--- config.mk ---
export PLATFORM = sky130hd
export DESIGN_NAME = motor_controller
export DESIGN_NICKNAME = d
export VERILOG_FILES = /design/src/rtl/motor_controller.sv
export SDC_FILE = /design/constraint.sdc
export NUM_CORES = 1
export LEC_CHECK = 0
export CORE_MARGIN = 1.5
export CORE_UTILIZATION = 50
export CTS_BUF_LIST = sky130_fd_sc_hd__clkbuf_16
export DETAILED_ROUTE_END_ITERATION = 16
export PLACE_DENSITY = 0.75
export SKIP_CTS_REPAIR_TIMING = 1
export SLEW_MARGIN = 20
export SYNTH_ARGS = -nofsm -noshare
export SYNTH_HDL_FRONTEND = slang
export SYNTH_SLANG_ARGS = --single-unit
--- constraint.sdc ---
create_clock -name clk -period 2.6 [get_ports clk]
set_input_delay 0.78 -clock clk [delete_from_list [all_inputs] [get_ports clk]]
set_output_delay 0.78 -clock clk [all_outputs]
set_load 0.01 [all_outputs]
--- src/rtl/motor_controller.sv ---
// Dual-channel PWM / direction driver for an L293-style dual H-bridge.
// Speed commands are shadowed on load and take effect at the next PWM period boundary.
module motor_controller #(
  parameter int PWM_PERIOD = 100,
  parameter int PRESCALE   = 1
) (
  input  logic       clk,
  input  logic       reset,
  input  logic       load,
  input  logic       motor1_sign,
  input  logic [6:0] motor1_upperlimit,
  input  logic       motor2_sign,
  input  logic [6:0] motor2_upperlimit,
  output logic       enable12,
  output logic       enable34,
  output logic       a1,
  output logic       a2,
  output logic       a3,
  output logic       a4,
  output logic       debug_light
);

  localparam int CW = $clog2(PWM_PERIOD + 1);
  localparam int PW = (PRESCALE > 1) ? $clog2(PRESCALE) : 1;
  localparam logic [CW-1:0] CNT_LAST = CW'(PWM_PERIOD - 1);
  localparam logic [PW-1:0] PRE_LAST = PW'(PRESCALE - 1);

  function automatic logic [CW-1:0] clamp_duty(input logic [6:0] v);
    if (int'(v) > PWM_PERIOD) return CW'(PWM_PERIOD);
    return CW'(v);
  endfunction

  logic [PW-1:0] pre_q, pre_d;
  logic [CW-1:0] cnt_q, cnt_d;
  logic [1:0]    sh_sign_q, sh_sign_d, act_sign_q, act_sign_d;
  logic [CW-1:0] sh_duty_q [2];
  logic [CW-1:0] sh_duty_d [2];
  logic [CW-1:0] act_duty_q [2];
  logic [CW-1:0] act_duty_d [2];
  logic [1:0]    hold_q, hold_d;
  logic          pending_q, pending_d;
  logic [1:0]    en_q, en_d, pa_q, pa_d, pb_q, pb_d;
  logic          dbg_q, dbg_d;
  logic          tick, wrap;

  logic [1:0] sign_in;
  logic [6:0] duty_in [2];
  assign sign_in    = {motor2_sign, motor1_sign};
  assign duty_in[0] = motor1_upperlimit;
  assign duty_in[1] = motor2_upperlimit;

  always_comb begin
    tick       = (pre_q == PRE_LAST);
    wrap       = tick && (cnt_q == CNT_LAST);
    pre_d      = tick ? '0 : pre_q + PW'(1);
    cnt_d      = cnt_q;
    if (tick) cnt_d = wrap ? '0 : cnt_q + CW'(1);
    sh_sign_d  = sh_sign_q;
    act_sign_d = act_sign_q;
    hold_d     = hold_q;
    pending_d  = pending_q;
    en_d       = '0;
    pa_d       = '0;
    pb_d       = '0;
    dbg_d      = wrap ? ~dbg_q : dbg_q;
    for (int m = 0; m < 2; m++) begin
      sh_duty_d[m]  = sh_duty_q[m];
      act_duty_d[m] = act_duty_q[m];
    end

    // A load coinciding with a wrap still lands in shadow and re-arms pending.
    if (load) begin
      pending_d = 1'b1;
      for (int m = 0; m < 2; m++) begin
        sh_sign_d[m] = sign_in[m];
        sh_duty_d[m] = clamp_duty(duty_in[m]);
      end
    end else if (wrap) begin
      pending_d = 1'b0;
    end

    for (int m = 0; m < 2; m++) begin
      if (wrap) begin
        hold_d[m] = 1'b0;
        if (pending_q) begin
          hold_d[m]     = (sh_sign_q[m] != act_sign_q[m]) &&
                          (sh_duty_q[m] != '0) && (act_duty_q[m] != '0);
          act_sign_d[m] = sh_sign_q[m];
          act_duty_d[m] = sh_duty_q[m];
        end
      end
      // Outputs are computed from next-state so they line up with the registered count.
      if (!hold_d[m] && act_duty_d[m] != '0) begin
        en_d[m] = (cnt_d < act_duty_d[m]);
        pa_d[m] = act_sign_d[m];
        pb_d[m] = ~act_sign_d[m];
      end
    end
  end

  always_ff @(posedge clk) begin
    if (!reset) begin
      pre_q      <= '0;
      cnt_q      <= '0;
      sh_sign_q  <= '0;
      act_sign_q <= '0;
      hold_q     <= '0;
      pending_q  <= 1'b0;
      en_q       <= '0;
      pa_q       <= '0;
      pb_q       <= '0;
      dbg_q      <= 1'b0;
      for (int m = 0; m < 2; m++) begin
        sh_duty_q[m]  <= '0;
        act_duty_q[m] <= '0;
      end
    end else begin
      pre_q      <= pre_d;
      cnt_q      <= cnt_d;
      sh_sign_q  <= sh_sign_d;
      act_sign_q <= act_sign_d;
      hold_q     <= hold_d;
      pending_q  <= pending_d;
      en_q       <= en_d;
      pa_q       <= pa_d;
      pb_q       <= pb_d;
      dbg_q      <= dbg_d;
      for (int m = 0; m < 2; m++) begin
        sh_duty_q[m]  <= sh_duty_d[m];
        act_duty_q[m] <= act_duty_d[m];
      end
    end
  end

  assign enable12    = en_q[0];
  assign enable34    = en_q[1];
  assign a1          = pa_q[0];
  assign a2          = pb_q[0];
  assign a3          = pa_q[1];
  assign a4          = pb_q[1];
  assign debug_light = dbg_q;

endmodule

==> results of run 1 <==
## through the flow
step	utilization	hold WS (ps)	area, sq um	setup slack, ps
2_1_floorplan	-	448.9	2390	147.5
3_3_place_gp	0.6085	468.2	2723	204.6
3_5_place_dp	0.6085	472.8	2723	108.0
4_1_cts	0.6507	490.3	2912	79.87
5_1_grt	0.6555	510.7	2933	0.1428
6_report	0.6555	481.5	2933	155.9
## cell usage in the layout (no fill, tap or decap), types with 5 or more instances in the layout
cell type / count
dfxtp_1: 49
nor2b_1: 34
clkdlybuf4s50_1: 25
mux2i_1: 20
a21oi_1: 19
nand3_1: 11
ha_1: 11
nand2_1: 10
and2_1: 10
nor2_1: 9
a21boi_0: 7
buf_4: 7
inv_1: 5
o21ai_0: 5
nor3_1: 5
clkbuf_16: 5
## state kept, by name, indices dropped and copies added (netlist names)
name and flops:
act_sign_q 2, pa_q 2, sh_duty_q 14, pre_q 1, en_q 2, act_duty_q 14, pb_q 2, debug_light 1
pending_q 1, sh_sign_q 2, cnt_q 7, hold_q 2
## worst paths after layout
path | start | end | slack (ps) | depth (start not counted)
max | cnt_q[1] | en_q[0] | 160 | 9
min | hold_q[0] | hold_q[0] | 480 | 2
max reg2reg | cnt_q[1] | en_q[0] | 160 | 9
min reg2reg | hold_q[0] | hold_q[0] | 480 | 2
## final cells by class
class / instances / area (sq um) / share of cell area
multi-input cells: 185 / 1335 / 0.4552
flip-flops and latches: 50 / 1002 / 0.3417
repair buffers: 33 / 322.8 / 0.1101
clock buffers: 5 / 125.1 / 0.04266
well taps: 52 / 65.06 / 0.02218
clock inverters: 3 / 63.81 / 0.02176
inverters: 5 / 18.77 / 0.006399
## per-layer routing
| layer | up-vias | global-route usage | share of wire |
|---|---|---|---|
| met3 | 8 | 0.03889 | 0.025 |
| met1 | 843 | 0.2530 | 0.49 |
| li1 | 935 | - | - |
| met4 | 0 | 0.06080 | 0.013 |
| met5 | - | 0 | 0 |
| met2 | 21 | 0.3498 | 0.47 |
## power by group
group	internal (mW)	leakage [nW]	switching, mW
logic	0.0648	0.746	0.0529
clock network	0.548	0.0915	0.274
registers	0.785	0.407	0.0193
## worst min-delay path: cells and delay by family (launching register included)
family             cells  cell delay, ps
DFF                    1             300
and+or+nand+nor        1              70
AOI/OAI and AO/OA      1              70
## logic make-up (layout without fill, tap and decap cells)
group                      count (synthesis)  after routing  share of synthesized area
xor gates and xnor gates                   6              6                    0.02199
and+or+nand+nor                           98             98                     0.2487
buffers and inverters                     14             46                    0.02565
other                                      1              1                   0.001569
DFF                                       50             50                     0.4188
muxes                                     25             25                     0.1063
AOI/OAI and AO/OA                         43             43                     0.1152
adders and majority gates                 12             12                    0.06178
==> metrics.cfg, run 1 <==
[floorplanning]
core_area_sq_mm = 0.004474
row_count = 24
die_x_um = 72.14
start_util = 0.5341
dieArea_sq_mm = 0.005203
die_h_um = 72.14
pin_count = 26

[synthesis]
yosysMostFrequentCell = dfxtp_1
synth_nets = 279
synth_seq_cells = 50
ys.flop_type = dfxtp_1
synth_edf_count = 0
yosys-top-cells-count = 50 x dfxtp_1, 34 x nor2b_1, 22 x mux2i_1, 19 x a21oi_1
async_reset_ff_frac = 0
synth_area_leader_cell = dfxtp_1
seq_area_frac_synth = 0.4188
syn_inst = 249
synthTopCellsByArea = dfxtp_1 42%, mux2i_1 9.2%, nor2b_1 8.9%
synth_top_area_frac = 0.4188
syn_area_per_cell_sq_um = 9.598
syn-cell-area_sq_mm = 0.002390
ys_warn_count = 0
yosysUniqueCellTypes = 39

[final_layout]
finalNonFillerCells = 333
n_antenna_cell = 0
nFillCells = 354
nets = 310
drive_gt1_frac = 0.09964
syn_to_final_growth_pct = 22.72

[status]
status = completed

[placed_design]
placed_cells = 325
hpwl_um = 3475
gp_congestion = 0.7855
numPortBuffers = 25

[pwr]
p_per_area_mw_per_mm2 = 594.5
p_total_mw = 1.744
peakVddDrop_mv = 0.5499
p_leak_nw = 1.244

[cts]
cts_root_buf = clkbuf_16
clock_sinks = 50
htree_levels = 2
cts_made_buffers = 5
clkLatencyLatePin_ps = 290
cts_tree = done
clk_transition_reported_paths_ps = 60
cts_buffer_depth = 2

[grt]
gr-total-overflow = 0
antenna_found_initial = 0
grt_pass1_wl_um = 8293
grtUsageTotal = 0.2013
grt_max_degree = 23
first_global_vias = 1841

[critical_path]
max_stage_delay_ps = 350
critical_path_peak_fanout = 3
cp-start-kind = flop
arrival_ps = 2640
worst-path-buf-inv = 0
path_class = flop to flop
path_cells = ha_1 -> and4bb_4 -> a21oi_1 -> o221a_2 -> ha_1 -> and3_1 -> a221o_1 -> a21oi_1 -> nor4b_2
crit_slowest_cell = dfxtp_1
worstPathRequired_ps = 2800
end_kind = flop
path_delay_family = compound AO/OA/AOI/OAI gates

[timing]
setup_violations = 0
final-max-slew-violation-count = 0
setup_tns_ps = 0
tightest_slew_ps = 606.7
min_period_over_period = 0.9400
rsz0062_at_grt = false
finalHoldViolCount = 0
post-route-min-period_ps = 2444
finClkSkew_ps = 5.295
fmax_ghz = 0.4092
slew_headroom = 0.5840

[min_path]
hold_class = flop to flop

[detailed_routing]
wl_per_cell_um = 14.27
drt_first_iter_violations = 91
dr_total_vias = 1807
drt-total-wl_um = 4751
ant_nets = 0
first_pass_iters = 4
drc_errors = 0
detail_route.vias_per_cell = 5.426

[run]
cap_violations = 0

Power figures use the tool's default switching activity.
==> run 2: changes to the inputs <==
--- a/config.mk
+++ b/config.mk
@@ -5,11 +5,12 @@
 export SDC_FILE = /design/constraint.sdc
 export NUM_CORES = 1
 export LEC_CHECK = 0
+export CORE_ASPECT_RATIO = 0.5
 export CORE_MARGIN = 1.5
-export CORE_UTILIZATION = 50
-export CTS_BUF_LIST = sky130_fd_sc_hd__clkbuf_16
+export CORE_UTILIZATION = 52
+export CTS_BUF_LIST = sky130_fd_sc_hd__clkbuf_4
 export DETAILED_ROUTE_END_ITERATION = 16
-export PLACE_DENSITY = 0.75
+export PLACE_DENSITY = 0.77
 export SKIP_CTS_REPAIR_TIMING = 1
 export SLEW_MARGIN = 20
 export SYNTH_ARGS = -nofsm -noshare
==> metrics.cfg, run 2 (synthesized netlist as in run 1, its figures left out) <==
[detailed_routing]
detail_route.vias_per_cell = 5.392  ; -0.64%
ant_nets = 0  ; unchanged
drt-total-wl_um = 5281  ; +11%
drc_errors = 0  ; unchanged
drt_first_iter_violations = 115  ; +26%
first_pass_iters = 4  ; unchanged
wl_per_cell_um = 15.22  ; +6.7%
dr_total_vias = 1871  ; +3.5%

[critical_path]
r2r-start = cnt_q[1]
worstPathRequired_ps = 2910  ; +110 ps
ff2ff_path_depth = 11  ; +2
critical_path_peak_fanout = 10  ; +7
startpoint = cnt_q[1]
path_class = flop to flop
ff2ff_setup_slack_ps = 100  ; -60 ps
cp-start-kind = flop
arrival_ps = 2810  ; +170 ps
end_kind = flop
r2r_end = en_q[1]

[timing]
setup_violations = 0  ; unchanged
final-max-slew-violation-count = 0  ; unchanged
min_period_over_period = 0.9634  ; +0.02335
finalHoldViolCount = 0  ; unchanged
hold_slack_ps = 493.3  ; +11.72 ps
post-route-min-period_ps = 2505  ; +60.71 ps
fmax_ghz = 0.3992  ; -2.4%
rsz0062_at_grt = true
finClkSkew_ps = 13.63  ; +8.333 ps

[placed_design]
numPortBuffers = 25  ; unchanged
placed_cells = 333  ; +2.5%
hpwl_um = 3943  ; +13%
gp_congestion = 0.7915  ; +0.76%

[floorplanning]
pin_count = 26  ; unchanged
row_count = 17  ; -29%
core_area_sq_mm = 0.004403  ; -1.6%
die_h_um = 50.94  ; -29%
dieArea_sq_mm = 0.005036  ; -3.2%
die_x_um = 98.87  ; +37%
start_util = 0.5428  ; +0.008651

[grt]
grtUsageTotal = 0.2190  ; +0.01769
grt_max_degree = 17  ; -26%
antenna_found_initial = 0  ; unchanged
first_global_vias = 1690  ; -8.2%
grt_pass1_wl_um = 8321  ; +0.34%
gr-total-overflow = 0  ; unchanged

[cts]
clkLatencyLatePin_ps = 390  ; +100 ps
clock_sinks = 50  ; unchanged
cts_tree = done
cts_root_buf = clkbuf_4
cts_made_buffers = 5  ; unchanged
htree_levels = 2  ; unchanged
clk_transition_reported_paths_ps = 160  ; +100 ps
cts_buffer_depth = 2  ; unchanged

[final_layout]
largestRegisters = act_duty_q (14), sh_duty_q (14), cnt_q (7)
nFillCells = 339  ; -4.2%
nets = 319  ; +2.9%
syn_to_final_growth_pct = 23.61
final_common_cell = dfxtp_1
n_antenna_cell = 0  ; unchanged
drive_gt1_frac = 0.1517  ; +0.05208
final_cell_mix = 48 x dfxtp_1, 34 x nor2b_1, 25 x clkdlybuf4s50_1
finalNonFillerCells = 347  ; +4.2%

[pwr]
peakVddDrop_mv = 0.3164  ; -42%
p_per_area_mw_per_mm2 = 507.6  ; -15%
p_leak_nw = 1.254  ; +0.75%

[min_path]
min_to = hold_q[0]
holdPathStages = 2  ; unchanged
worstHoldStart = hold_q[0]
hold_class = flop to flop

[status]
status = completed

[run]
cap_violations = 0  ; unchanged

run 2: cell count changes in the layout (fill, tap and decap cells not counted), sizes merged:
cell	previous run	this run
buf	8	17
run 2: cell type report:
class / instances / area [sq um] / share of cell area
Multi-Input combinational cell: 185 / 1364 / 0.4617
Sequential cell: 50 / 1003 / 0.3397
Timing Repair Buffer: 42 / 390.4 / 0.1321
Tap cell: 57 / 71.32 / 0.02414
Clock inverter: 3 / 68.82 / 0.02330
Clock buffer: 5 / 37.54 / 0.01271
Inverter: 5 / 18.77 / 0.006353
run 2: worst max-delay path by stage:
stage	to	slack [ps]
global route	en_q[1]	-10
global placement	en_q[0]	150
detailed placement	en_q[1]	-10
CTS	en_q[1]	-40
floorplan	en_q[0]	150
finish	en_q[1]	100
run 2: power by group:
part           switching [mW]  internal [mW]  total, mW
registers              0.0206          0.786      0.806
clock network           0.265          0.301      0.566
logic                  0.0573         0.0693      0.127
total                   0.343           1.16       1.50
run 2: metrics by stage:
stage	setup TNS (ps)	utilization	instance area, sq um	power (mW)	setup WS [ps]
CTS	-42.91	0.6490	2858	1.498	-42.91
global placement	0	0.6249	2751	0.9394	149.1
detailed placement	-13.37	0.6249	2751	0.9445	-13.37
global route	-13.63	0.6709	2954	1.547	-13.63
finish	0	0.6709	2954	1.500	95.22
floorplan	0	-	2390	0.8840	147.5
run 2: critical path, cell delays in order, from the launching register on:
cell and delay (ps):
dfxtp_2 370, ha_2 180, and4bb_4 270, nand4_4 170, buf_12 210, mux2i_2 220
ha_1 290, a21oi_1 140, nand2_1 80, a21o_1 180, a21oi_1 130, nor4b_2 190
run 2: metal layers:
metal,wire length [um],track usage
met4,45,0.05000
met5,0,0
met2,2154,0.3195
met1,2823,0.3189
met3,258,0.06293
